==> src/rtl/srio_selfcheck_ctrl.sv <==
// Self-check handshake sequencer: takes a CPU command byte, pulses RapidIO self-check,
// waits for DSP ready with timeout/retry, and returns one status byte to the CPU.
module srio_selfcheck_ctrl #(
    parameter int TIMEOUT_CYCLES = 1000,
    parameter int MAX_RETRY      = 3,
    parameter int RETRY_W        = 4
) (
    input  logic               clk,
    input  logic               reset,
    input  logic [7:0]         cmd_axis_tdata_in,
    input  logic               cmd_axis_tvalid_in,
    input  logic               cmd_axis_tlast_in,
    output logic               cmd_axis_tready_out,
    output logic               self_check_out,
    input  logic               dsp_ready_in,
    output logic [7:0]         cmd2cpu_tdata_out,
    output logic               cmd2cpu_tvalid_out,
    output logic               cmd2cpu_tlast_out,
    input  logic               cmd2cpu_tready_in,
    output logic               busy_out,
    output logic [RETRY_W-1:0] retry_cnt_out
);

    localparam int TMR_W = (TIMEOUT_CYCLES > 1) ? $clog2(TIMEOUT_CYCLES) : 1;

    localparam logic [7:0]         CMD_SELF_CHECK_REQ = 8'h21;
    localparam logic [7:0]         STS_DSP_READY      = 8'h25;
    localparam logic [7:0]         STS_DSP_NOT_READY  = 8'h2a;
    localparam logic [TMR_W-1:0]   TMR_LAST           = TMR_W'(TIMEOUT_CYCLES - 1);
    localparam logic [RETRY_W-1:0] RETRY_LIMIT        = RETRY_W'(MAX_RETRY);

    typedef enum logic [1:0] {
        S_IDLE,
        S_REQ,
        S_WAIT,
        S_RESP
    } state_t;

    state_t             r_state;
    logic [TMR_W-1:0]   r_timer;
    logic [RETRY_W-1:0] r_retry;
    logic               r_self_check;
    logic               r_tvalid;
    logic [7:0]         r_tdata;
    logic               r_busy;

    logic               w_cmd_hs;
    logic               w_unused_tlast;

    // Commands are single-byte, so tlast carries no information.
    assign w_unused_tlast      = cmd_axis_tlast_in;

    assign cmd_axis_tready_out = (r_state == S_IDLE);
    assign w_cmd_hs            = cmd_axis_tvalid_in && cmd_axis_tready_out;

    assign self_check_out      = r_self_check;
    assign cmd2cpu_tdata_out   = r_tdata;
    assign cmd2cpu_tvalid_out  = r_tvalid;
    assign cmd2cpu_tlast_out   = r_tvalid;
    assign busy_out            = r_busy;
    assign retry_cnt_out       = r_retry;

    always_ff @(posedge clk or posedge reset) begin
        if (reset) begin
            r_state      <= S_IDLE;
            r_timer      <= '0;
            r_retry      <= '0;
            r_self_check <= 1'b0;
            r_tvalid     <= 1'b0;
            r_tdata      <= '0;
            r_busy       <= 1'b0;
        end else begin
            case (r_state)
                S_IDLE: begin
                    // Non-self-check bytes are consumed by the handshake and dropped.
                    if (w_cmd_hs && cmd_axis_tdata_in == CMD_SELF_CHECK_REQ) begin
                        r_state      <= S_REQ;
                        r_self_check <= 1'b1;
                        r_busy       <= 1'b1;
                    end
                end
                S_REQ: begin
                    r_self_check <= 1'b0;
                    r_timer      <= '0;
                    r_state      <= S_WAIT;
                end
                S_WAIT: begin
                    // Ready is checked first so it wins over a coincident timeout.
                    if (dsp_ready_in) begin
                        r_state  <= S_RESP;
                        r_tvalid <= 1'b1;
                        r_tdata  <= STS_DSP_READY;
                    end else if (r_timer == TMR_LAST) begin
                        if (r_retry < RETRY_LIMIT) begin
                            r_retry      <= r_retry + RETRY_W'(1);
                            r_state      <= S_REQ;
                            r_self_check <= 1'b1;
                        end else begin
                            r_state  <= S_RESP;
                            r_tvalid <= 1'b1;
                            r_tdata  <= STS_DSP_NOT_READY;
                        end
                    end else begin
                        r_timer <= r_timer + TMR_W'(1);
                    end
                end
                S_RESP: begin
                    if (cmd2cpu_tready_in) begin
                        r_state  <= S_IDLE;
                        r_tvalid <= 1'b0;
                        r_tdata  <= '0;
                        r_retry  <= '0;
                        r_busy   <= 1'b0;
                    end
                end
                default: begin
                    r_state      <= S_IDLE;
                    r_self_check <= 1'b0;
                    r_tvalid     <= 1'b0;
                    r_busy       <= 1'b0;
                end
            endcase
        end
    end

endmodule

==> config.mk <==
export PLATFORM = sky130hd
export DESIGN_NAME = srio_selfcheck_ctrl
export DESIGN_NICKNAME = d
export VERILOG_FILES = /design/src/rtl/srio_selfcheck_ctrl.sv
export SDC_FILE = /design/constraint.sdc
export NUM_CORES = 1
export LEC_CHECK = 0
export CORE_MARGIN = 3
export CORE_UTILIZATION = 49
export CTS_BUF_LIST = sky130_fd_sc_hd__clkbuf_16
export CTS_CLUSTER_SIZE = 8
export DETAILED_ROUTE_END_ITERATION = 10
export PLACE_DENSITY = 0.79
export SYNTH_ARGS = -nofsm -noshare
export SYNTH_HDL_FRONTEND = slang
export SYNTH_SLANG_ARGS = --single-unit
==> constraint.sdc <==
create_clock -name clk -period 2.2 [get_ports clk]
set_input_delay 0.33 -clock clk [delete_from_list [all_inputs] [get_ports clk]]
set_output_delay 0.33 -clock clk [all_outputs]
set_load 0.01 [all_outputs]
=== After elaboration in Yosys (flattened, before gate mapping) ===
Index checks and enable logic that the tools add are counted.

* Output and inout bits: 17
* Input bits: 14
* Word-level logic and storage cells: 66
* Flip-flop bits (word level): 27

* Equal/unequal tests: 13
* Mux-type cells: 30
* Reduce and logical (&&, ||, !) cells: 13
* $lt $le $gt $ge: 1
* Add/subtract/negate cells: 2

{| class="wikitable"
|+ Operators with widths
! cell !! count
|-
| two-way mux 8 bit || 4
|-
| two-way mux 10 bit || 2
|-
| case mux 10 bit (2 select lines) || 1
|-
| two-way mux 4 bit || 4
|-
| case mux 8 bit (2 select lines) || 1
|-
| adder 10 x 1 -> 10 bit (second input constant) || 1
|-
| == test 10 bit (second input constant) || 1
|-
| two-way mux 2 bit || 5
|-
| != test 2 bit (second input constant) || 5
|-
| AND reduction 5 bit || 2
|-
| AND reduction 3 bit || 3
|-
| == test 8 x 6 -> 1 bit (second input constant) || 1
|-
| two-way mux 1 bit || 8
|-
| case mux 2 bit (4 select lines) || 1
|-
| case mux 4 bit (2 select lines) || 1
|-
| != test 3 bit (second input constant) || 2
|-
| nonzero test 2 bit || 3
|-
| adder 4 x 1 -> 4 bit (second input constant) || 1
|-
| == test 2 bit (second input constant) || 2
|-
| < comparator 4 x 2 -> 1 bit (second input constant) || 1
|-
| case mux 1 bit (2 select lines) || 2
|-
| AND reduction 4 bit || 1
|-
| case mux 1 bit (3 select lines) || 1
|-
| nonzero test 3 bit || 1
|-
| other kinds (4) || 5
|}

=== Depth between registers and ports, before layout ===
Gate-level depths: netlist of the first run.

* Word-level depth: 5
* Depth in mapped cells: 6
* Mapped depth without buffers: 5

=== Worst setup path after synthesis of the first run ===
Ideal clock, no wire load.

* Kind: reg2reg
* Start point: register r_retry[0] (netlist: retry_cnt_out[0])
* End point: register r_retry[0] (netlist: retry_cnt_out[0])
* Required time: 2,074 ps
* Buffers on the path: 0
* Library setup time: 126 ps
* Slack: 362 ps
* Stages on the path, launching flop included: 6
* Clock period less this slack: 1,838 ps
* Arrival time: 1,712 ps
* Cell sequence: dfrtp_1 > ha_1 > or3_4 > nor4_4 > nor3b_1 > a221o_1

* Longest elaborated chain between the ends: 5
* Elaborated cells between the ends (all ways): 8
* Classes of those cells: 1 x add/sub; 1 x order compare; 1 x eq/ne; 4 x mux; 1 x reduce/logical

{| class="wikitable"
|+ Ends and longest elaborated chain
! item !! RTL line !! text
|-
| start: declaration || 41 || <nowiki>logic [RETRY_W-1:0] r_retry;</nowiki>
|-
| start signal: assignment || 95 || <nowiki>r_retry <= r_retry + RETRY_W'(1);</nowiki>
|-
| adder 4 x 1 -> 4 bit || 95 ||
|-
| two-way mux 4 bit || 94 || <nowiki>if (r_retry < RETRY_LIMIT) begin</nowiki>
|-
| two-way mux 4 bit || 93 || <nowiki>end else if (r_timer == TMR_LAST) begin</nowiki>
|-
| two-way mux 4 bit || 89 || <nowiki>if (dsp_ready_in) begin</nowiki>
|-
| case mux 4 bit (2 select lines) || 73 || <nowiki>case (r_state)</nowiki>
|}

Parallel ways exist; a longest one is shown, timed or not. The select of a mux whose other input is x is not followed.
A chain may end at the register's enable or synchronous reset.

=== Final worst setup path of the first run ===
* Start point: register r_retry[0] (netlist: retry_cnt_out[0])
* End point: register r_retry[1] (netlist: retry_cnt_out[1])

The elaborated chain is that of the path after synthesis.

==> results by group, run 1 <==
Yosys
  • Dominant cells by area after synthesis: dfrtp_1 41%, o21ai_0 5.1%, buf_4 4.1%, nand2_1 3.8%, nand3_1 2.3%
  • Synth Instances: 139
  • Post-synthesis mux area share: 0.00782
  • Largest family of logic cells by synthesized area: simple AND/OR/NAND/NOR gates
  • Post-synth ARST share: 1.00
  • Post-Synth XOR/XNOR Area: 0.00684
  • Distinct cells, synth: 46
  • Synth Warn #: 0
  • Avg Synthesized Cell Area: roughly 9 um^2
  • Yosys top cell area share: 0.411
  • Sequential fraction of the synthesis area: 0.411
  • Synthesized area: 1280 um^2
  • Area leader, netlist: dfrtp_1
  • Post-synth EDFFs: 0
  • FF+latch count, synth: 21
  • Complex-gate fraction of the synthesized area: 0.180
  • Post-synthesis simple-gate area fraction: 0.294
  • Main flop type after synthesis: dfrtp_1
  • Post-Synth Adder-Cell Area: 0.0196

Run status
  • Status: finished, final reports clean

Drt
  • DR WL met3: about 160 um
  • WL final: 3.06 mm
  • Wl on met1: 1.30 mm
  • Vias post-DR: approximately 1200
  • DR pass1 iterations: 4
  • Iter 0 DRT Violations: 30
  • Residual DRC count: 0
  • Post-DRT Antenna Nets: 0
  • Routed len/inst: ~16 um
  • Top Metal Used: met4
  • Met2 Wirelength: 1.55 mm
  • Avg Vias per Cell: 6.08

Setup path
  • Reg2reg path depth: 5
  • Kind of critical path: register to register
  • CP required: between 2 and 2.5 ns
  • CP max FO: 5
  • CP max stage delay: around 0.42 ns
  • CP cell instances: ha_1 -> or3_4 -> nor4_4 -> nor3b_1 -> a221o_1
  • Crit-path slowest cell: dfrtp_1
  • Crit. End Element: register
  • CP startpoint: retry_cnt_out[0]
  • CP startpoint kind: register
  • Worst r2r src: retry_cnt_out[0]
  • Worst EP arrival: 2.05 ns

CTS
  • Clock latency on the worst-skew pair: 0.26 ns
  • Root Driver: clkbuf_16
  • Inserted Clock Buffers: 3
  • Cts hold-fix bufs: 0
  • Post-CTS Setup Inserts: 0
  • Reg clk slew, reported paths: 0.06 ns
  • CTS tree: built
  • Resized cells post-CTS: 0
  • Max clock buf depth: 2
  • H-tree depth: 1
  • CTS sink count: 21

Global routing
  • Initial antenna violation count: 0
  • Pin count of the biggest net entering global routing: 22
  • Vias in the first global route: 1173
  • Overflow after GRT: 0
  • First-pass GRT wire length: slightly above 5 mm
  • Total GRT Usage: 0.198

Finish
  • P&R area growth vs syn: 27.4%
  • Share of cells above drive strength 1: 0.0854
  • Antenna cells: 0
  • Commonest non-fill, non-tap cell in the layout: clkdlybuf4s50_1
  • Design Area, Final: 1630 um^2
  • Commonest non-fill, non-tap cells in the layout: 26 x clkdlybuf4s50_1, 21 x dfrtp_1, 13 x o21ai_0, 13 x nand2_1, 8 x nor2_1
  • Fill cells: 181
  • Nets: 181

Die
  • Rows: 17
  • Core area: 2340 um^2
  • Die area: 3260 um^2
  • Initial core utilization: 0.547
  • Die height: 57.1 um
  • Die width: approximately 57 um
  • # IOs: 31

Worst hold path
  • Type of the worst min-delay path: primary input to asynchronous set/reset pin

STA
  • RSZ-0062 raised after global routing: no
  • Final Skew: 0.00476 ns
  • Final hold vios: 0
  • Final setup TNS: 0 ns
  • Fin crit share: 0.865
  • Slew Viols, Final: 0
  • Setup-failing EPs final: 0
  • Final min period: 1.90 ns
  • Fmax: 525 MHz

Power
  • Worst ir drop on vdd: approximately 1 mV
  • Flop pwr share: 0.386
  • Pleak: 0.000727 uW
  • Switching pwr: 538 uW
  • Comb power frac: 0.349
  • Pint: ~930 uW
  • Switch share: 0.367
  • Power per cell area: around 900 nW/um^2
  • Clk pwr share: 0.265

Placement
  • Placed Area: 1550 um^2
  • PortBufs: 26
  • Placer congestion estimate: just under 0.9
  • HPWL Detailed: roughly 2.3 mm

Flow run
  • Max_cap viols: 0
==> stage by stage <==
step | hold slack (ns) | std cells | setup WS, ns | utilization | total power, uW
finish | 0.401 | 192 | 0.296 | 0.697 | 1470
global route | 0.431 | 192 | 0.200 | 0.697 | 1560
CTS | 0.411 | 192 | 0.283 | 0.697 | 1480
detailed placement | 0.486 | 188 | 0.170 | 0.663 | 1080
global placement | 0.468 | 188 | 0.191 | 0.663 | 1050
floorplan | 0.307 | 141 | 0.362 | - | 865
==> layer usage <==
metal	vias up	global-route usage
met5	-	0
met3	5	0.0566
met2	41	0.365
met1	571	0.221
li1	551	-
met4	0	0.0497
==> path summary, 6_finish.rpt <==
path,to,slack [ns]
max,retry_cnt_out[1],0.30
min,r_timer[8],0.40
max reg2reg,retry_cnt_out[1],0.30
min reg2reg,busy_out,0.49
max in group asynchronous,r_timer[9],1.57
min in group clk,busy_out,0.49
==> registers in the layout, summed over array words and instances, names as in the netlist <==
signal / flops
r_timer: 10
r_state: 2
busy_out: 1
retry_cnt_out: 4
cmd2cpu_tdata_out: 3
self_check_out: 1
==> power groups by stage <==
stage               clock network [uW]  logic, uW  registers, uW
floorplan                            0        350            515
global placement                     0        490            560
detailed placement                   0        510            571
CTS                                401        513            564
global route                       410        568            582
finish                             389        512            565
==> synthesized netlist by cell type, drive strengths merged (3+ instances only) <==
cell	number
a21oi	4
and2	3
and3	4
buf	9
clkbuf	4
dfrtp	21
inv	6
nand2	13
nand2b	4
nand3	6
nor2	8
nor3	3
nor3b	3
nor4	4
nor4b	3
o21ai	13
==> cell type report <==
class                   instances  area (um^2)  area share
clock buffers                   3         75.1      0.0460
clock inverters                 1         5.00     0.00307
inverters                       6         22.5      0.0138
multi-input cells             101          662       0.406
flip-flops and latches         21          526       0.322
well taps                      28         35.0      0.0215
repair buffers                 32          305       0.187
==> critical path, delay by kind of cell (launching register included) <==
family,cells,cell delay (ns)
DFF,1,0.42
adders and majority gates,1,0.23
AOI/OAI and AO/OA,1,0.27
and+or+nand+nor,3,0.87
==> cell families (layout without fill, tap and decap cells) <==
family	after synthesis	after routing
other	1	3
DFF	21	21
buffers and inverters	19	42
xor gates and xnor gates	1	1
and+or+nand+nor	60	60
adders and majority gates	2	2
AOI/OAI and AO/OA	34	34
muxes	1	1
Power figures use the tool's default switching activity.
==> inputs of run 2 (changes only) <==
- CAP_MARGIN: default -> 30
- CORE_MARGIN: 3 -> default
==> run 2 against run 1 <==
  * Flip-flop and latch count did not move
  * Largest cell class unchanged
  * Largest power group unchanged
  * Maximum frequency fell by 0.94%
  * Power fell by 2.4%
  * First-iteration DRC count rose by 17%
==> results by group, run 2 (same netlist as run 1, synthesis figures left out) <==
CTS
  • Inserted Clock Buffers: 3 (unchanged)
  • Clock latency on the worst-skew pair: 0.25 ns (about the same)
  • Cts hold-fix bufs: 0 (unchanged)
  • Max clock buf depth: 2 (unchanged)
  • H-tree depth: 1 (unchanged)
  • CTS tree: built
  • Root Driver: clkbuf_16
  • Post-CTS Setup Inserts: 0 (unchanged)
  • CTS sink count: 21 (unchanged)
  • Resized cells post-CTS: 0 (unchanged)
  • Reg clk slew, reported paths: 0.05 ns (about the same)

Drt
  • Post-DRT Antenna Nets: 0 (unchanged)
  • Vias post-DR: 1134 (-2.9%)
  • Iter 0 DRT Violations: 35 (+17%)
  • Routed len/inst: 14.8 um (-7.2%)
  • Residual DRC count: 0 (unchanged)
  • DR pass1 iterations: 4 (unchanged)
  • Avg Vias per Cell: 5.88 (-3.4%)
  • WL final: 2.85 mm (-6.7%)

Setup path
  • CP required: 2.34 ns (about the same)
  • CP startpoint kind: register
  • CP max FO: 5 (unchanged)
  • Crit. End Element: register
  • Kind of critical path: register to register
  • Worst EP arrival: 2.06 ns (about the same)

Global routing
  • Pin count of the biggest net entering global routing: 22 (unchanged)
  • Overflow after GRT: 0 (unchanged)
  • Vias in the first global route: 1065 (-9.2%)
  • Initial antenna violation count: 0 (unchanged)
  • Total GRT Usage: 0.245 (+0.0471)
  • First-pass GRT wire length: 4.87 mm (-4.3%)

Placement
  • Setup WS pre-CTS: 0.173 ns (+0.00253 ns)
  • Placed Area: 1550 um^2 (-0.32%)
  • Placer congestion estimate: 0.891 (+1.2%)
  • PortBufs: 26 (unchanged)
  • DP Cell Count: 189 (+0.53%)
  • HPWL Detailed: 2.18 mm (-5.8%)

Power
  • Tot Pwr: 1430 uW (-2.4%)
  • Worst ir drop on vdd: 0.687 mV (-32%)
  • Pleak: 0.000723 uW (-0.59%)
  • Power per cell area: 881 nW/um^2 (-2.0%)

Run status
  • Status: finished, final reports clean

Flow run
  • Max_cap viols: 0 (unchanged)

Finish
  • Antenna cells: 0 (unchanged)
  • Commonest non-fill, non-tap cells in the layout: 26 x clkdlybuf4s50_1, 21 x dfrtp_1, 13 x o21ai_0, 13 x nand2_1, 8 x nor2_1
  • Share of cells above drive strength 1: 0.0736 (-0.0117)
  • Max reg flops: 10 (unchanged)
  • Fill cells: 214 (+18%)
  • Biggest register: r_timer
  • Design Area, Final: 1620 um^2 (-0.38%)
  • Commonest non-fill, non-tap cell in the layout: clkdlybuf4s50_1
  • Nets: 180 (-0.55%)
  • Fin cells: 193 (+0.52%)
  • P&R area growth vs syn: 26.9%

Worst hold path
  • Type of the worst min-delay path: primary input to asynchronous set/reset pin

STA
  • Fmax: 520 MHz (-0.94%)
  • Final min period: 1.92 ns (+0.0180 ns)
  • RSZ-0062 raised after global routing: no
  • Final Skew: 0.00309 ns (-0.00167 ns)
  • Final hold vios: 0 (unchanged)
  • Fin crit share: 0.873 (+0.00820)
  • Setup-failing EPs final: 0 (unchanged)
  • Final setup TNS: 0 ns (unchanged)
  • Worst slew margin: 0.661
  • Fin worst setup slack: 0.278 ns (-0.0180 ns)
  • Slew Viols, Final: 0 (unchanged)
  • Slew @ Worst Pin: between 0.5 and 0.6 ns

Die
  • Die area: 2820 um^2 (-14%)
  • Rows: 18 (+1)
  • Die height: 53.1 um (-7.0%)
  • Core area: 2480 um^2 (+5.9%)
  • # IOs: 31 (unchanged)
  • Die width: 53.1 um (-7.0%)
  • Initial core utilization: 0.517 (-0.0304)
-- run 2: where the power goes --
part / switching [uW] / internal [uW]
combinational: 270 / 232
clock: 130 / 242
sequential: 109 / 449
-- run 2: cell type report --
| class | count | area, um^2 | share of cell area |
|---|---|---|---|
| Timing Repair Buffer | 31 | 298 | 0.183 |
| Clock buffer | 3 | 75.1 | 0.0462 |
| Clock inverter | 1 | 3.75 | 0.00231 |
| Sequential cell | 21 | 526 | 0.324 |
| Inverter | 6 | 22.5 | 0.0139 |
| Multi-Input combinational cell | 101 | 662 | 0.408 |
| Tap cell | 30 | 37.5 | 0.0231 |
-- run 2: per-layer routing --
metal,part of all wire,GRT usage
met5,0,0
met4,0.0088,0.110
met3,0.063,0.0632
met2,0.52,0.405
met1,0.41,0.295
-- run 2: critical path: stages, from the launching register on --
cell	delay, ns
dfrtp_1	0.41
ha_1	0.24
or3_4	0.41
nor4_4	0.39
nor3b_1	0.09
a221o_1	0.26
-- run 2: worst paths after layout --
path / startpoint / end / slack, ns / cells past startpoint
max in group asynchronous: reset / r_timer[4] / 1.58 / 3
min in group clk: busy_out / busy_out / 0.49 / 2
min reg2reg: busy_out / busy_out / 0.49 / 2
max reg2reg: retry_cnt_out[0] / retry_cnt_out[1] / 0.28 / 5
min: reset / cmd2cpu_tdata_out[3] / 0.40 / 3
max: retry_cnt_out[0] / retry_cnt_out[1] / 0.28 / 5
-- run 2: per-stage QoR --
step           hold slack [ns]   util
2_1_floorplan            0.307      -
3_3_place_gp             0.467  0.624
3_5_place_dp             0.490  0.624
4_1_cts                  0.415  0.656
5_1_grt                  0.459  0.656
6_report                 0.405  0.656
==> inputs of run 3 (changes only) <==
- ABC_AREA: default -> 1
==> run 3 against run 2 <==
  * Synthesized area rose by 3.2%
  * Power fell by 18%
  * Highest routed layer unchanged
  * Cell count rose by 19%
  * Global-route usage fell by 2.0 points
  * Sequential share of layout area fell by 0.20 points
  * Design area rose by 0.62%
  * Die area rose by 3.1%
==> results by group, run 3 <==
Drt
  • Avg Vias per Cell: 5.21 (-11%)
  • Post-DRT Antenna Nets: 0 (unchanged)
  • Routed len/inst: 12.5 um (-15%)
  • Residual DRC count: 0 (unchanged)
  • WL final: 2.88 mm (+0.95%)
  • Vias post-DR: 1199 (+5.7%)
  • DR pass1 iterations: 4 (unchanged)
  • Iter 0 DRT Violations: 24 (-31%)

Yosys
  • Synthesized area: 1320 um^2 (+3.2%)
  • Avg Synthesized Cell Area: 7.42 um^2 (-19%)
  • Post-synth ARST share: 1.00 (unchanged)
  • FF+latch count, synth: 21 (unchanged)
  • Post-Synth Adder-Cell Area: 0.0189 (-0.000611)
  • Sequential fraction of the synthesis area: 0.398 (-0.0128)
  • Yosys top cell area share: 0.398 (-0.0128)
  • Post-synthesis simple-gate area fraction: 0.357 (+0.0628)
  • Most frequent cells after synthesis: 49 x nand2_1, 23 x inv_1, 21 x dfrtp_1
  • Top-count cell post-synth: nand2_1
  • Distinct cells, synth: 27 (-41%)
  • Dominant cells by area after synthesis: dfrtp_1 40%, nand2_1 14%, inv_1 6.5%, nand3_1 6.4%, nand4_1 4.7%
  • Synth Instances: 178 (+28%)
  • Post-synthesis mux area share: 0 (-0.00782)
  • Main flop type after synthesis: dfrtp_1
  • Post-Synth XOR/XNOR Area: 0.00663 (-0.000214)
  • Largest family of logic cells by synthesized area: simple AND/OR/NAND/NOR gates
  • Post-synth EDFFs: 0 (unchanged)
  • Synth Warn #: 0 (unchanged)
  • Area leader, netlist: dfrtp_1
  • Complex-gate fraction of the synthesized area: 0.0919 (-0.0880)

Finish
  • Antenna cells: 0 (unchanged)
  • Commonest non-fill, non-tap cell in the layout: nand2_1
  • Post-layout util: 0.648 (-0.00774)
  • Share of cells above drive strength 1: 0.0750 (+0.00138)
  • Biggest register: r_timer
  • Nets: 217 (+21%)
  • P&R area growth vs syn: 23.7%
  • Max reg flops: 10 (unchanged)
  • Fill cells: 239 (+12%)
  • Commonest non-fill, non-tap cells in the layout: 49 x nand2_1, 26 x clkdlybuf4s50_1, 24 x inv_1, 21 x dfrtp_1, 17 x nand3_1

Setup path
  • CP cell instances: nor2_1 -> clkdlybuf4s50_1
  • CP required: 1.87 ns (-0.47 ns)
  • CP max stage delay: 0.55 ns (+0.14 ns)
  • CP max FO: 8 (+3)
  • Crit. End Element: output pin
  • Reg2reg path depth: 6 (+1)
  • Worst r2r src: r_timer[0]
  • Buf/Inv on CP: 1 (+1)
  • CP startpoint: r_state[1]
  • CP startpoint kind: register
  • Kind of critical path: register to output pin
  • Crit path capture: cmd_axis_tready_out
  • Crit path depth: 2 (-3)
  • Crit-path slowest cell: clkdlybuf4s50_1
  • Crit path max-delay family: buffers and inverters
  • Flop2flop setup slack: 0.50 ns (+0.22 ns)
  • Worst EP arrival: 1.41 ns (-0.65 ns)
  • RR Endpoint: r_timer[8]

Global routing
  • Total GRT Usage: 0.225 (-0.0200)
  • Vias in the first global route: 1097 (+3.0%)
  • Overflow after GRT: 0 (unchanged)
  • Initial antenna violation count: 0 (unchanged)
  • GR Util met3: 0.0424 (-0.0208)
  • Met2 Use GR: 0.414 (+0.00852)
  • First-pass GRT wire length: 4.60 mm (-5.5%)
  • Pin count of the biggest net entering global routing: 15 (-32%)
  • Gr busiest metal: met2
  • Grt met1 use: 0.254 (-0.0413)

Die
  • # IOs: 31 (unchanged)
  • Rows: 18 (unchanged)
  • Core area: 2520 um^2 (+1.8%)
  • Initial core utilization: 0.524 (+0.00714)
  • Die area: 2910 um^2 (+3.1%)
  • Die width: 53.9 um (+1.5%)
  • Die height: 53.9 um (+1.5%)

CTS
  • Reg clk slew, reported paths: 0.06 ns (about the same)
  • Clock latency on the worst-skew pair: 0.25 ns (about the same)
  • Cts hold-fix bufs: 0 (unchanged)
  • H-tree depth: 1 (unchanged)
  • Resized cells post-CTS: 0 (unchanged)
  • Max clock buf depth: 2 (unchanged)
  • CTS tree: built
  • CTS sink count: 21 (unchanged)
  • Inserted Clock Buffers: 3 (unchanged)
  • Root Driver: clkbuf_16
  • Post-CTS Setup Inserts: 0 (unchanged)

STA
  • Final setup TNS: 0 ns (unchanged)
  • Final Skew: 0.00136 ns (-0.00173 ns)
  • RSZ-0062 raised after global routing: no
  • Fmax: 576 MHz (+11%)
  • Final hold vios: 0 (unchanged)
  • Slew Viols, Final: 0 (unchanged)
  • Final min period: 1.74 ns (-0.186 ns)
  • Fin worst setup slack: 0.464 ns (+0.186 ns)
  • Setup-failing EPs final: 0 (unchanged)
  • Fin crit share: 0.789 (-0.0845)

Power
  • Pleak: 0.000815 uW (+13%)
  • Worst ir drop on vdd: 0.560 mV (-19%)
  • Power per cell area: 721 nW/um^2 (-18%)
  • Tot Pwr: 1180 uW (-18%)

Flow run
  • Max_cap viols: 0 (unchanged)

Placement
  • HPWL Detailed: 2.13 mm (-2.1%)
  • PortBufs: 26 (unchanged)
  • Setup WS pre-CTS: 0.518 ns (+0.345 ns)
  • Placer congestion estimate: 0.907 (+1.8%)

Run status
  • Status: finished, final reports clean

Worst hold path
  • Type of the worst min-delay path: primary input to asynchronous set/reset pin
==> run 3: cell count changes after synthesis, moves of 4 or more <==
cell	before	now
nand2_1	13	49
inv_1	6	23
nand3_1	6	17
nand4_1	0	10
nor2_1	8	15
o21ai_0	13	7
a21oi_1	4	0
and3_1	4	0
clkbuf_1	4	0
nand2_2	0	4
nand2b_1	4	0
==> run 3: cells by family (layout without fill, tap and decap cells) <==
| group | count (synthesis) | after routing |
|---|---|---|
| and+or+nand+nor | 101 | 101 |
| buffers and inverters | 34 | 54 |
| DFF | 21 | 21 |
| AOI/OAI and AO/OA | 18 | 18 |
| adders and majority gates | 2 | 2 |
| other | 1 | 3 |
| xor gates and xnor gates | 1 | 1 |
==> run 3: metal layers <==
layer  share of wire  vias up
met5               0        -
met2            0.52       23
li1                -      607
met3           0.028        5
met1            0.44      564
met4           0.011        0
==> run 3: power breakdown <==
part	switching, uW	internal [uW]
clock	140	242
sequential	36.7	428
combinational	169	162
==> run 3: final cells by class <==
| type | count | area [um^2] | area share |
|---|---|---|---|
| multi-input cells | 125 | 638 | 0.391 |
| flip-flops and latches | 21 | 526 | 0.322 |
| repair buffers | 27 | 268 | 0.164 |
| inverters | 23 | 86.3 | 0.0528 |
| clock buffers | 3 | 75.1 | 0.0459 |
| well taps | 30 | 37.5 | 0.0230 |
| clock inverters | 1 | 3.75 | 0.00230 |
==> run 3: how the worst min path moves through the flow <==
stage | to | start | cells after the start
after floorplan | busy_out | reset | 1
after global placement | self_check_out | self_check_out | 2
after detailed placement | retry_cnt_out[2] | retry_cnt_out[2] | 2
after CTS | retry_cnt_out[2] | reset | 2
after global routing | retry_cnt_out[2] | reset | 2
final | retry_cnt_out[2] | reset | 2
==> run 3: stage by stage <==
| step | cell area, um^2 | hold slack, ns | instances |
|---|---|---|---|
| 2_1_floorplan | 1330 | 0.307 | 180 |
| 3_3_place_gp | 1560 | 0.458 | 226 |
| 6_report | 1630 | 0.337 | 230 |
| 3_5_place_dp | 1560 | 0.482 | 226 |
| 5_1_grt | 1630 | 0.414 | 230 |
| 4_1_cts | 1630 | 0.355 | 230 |
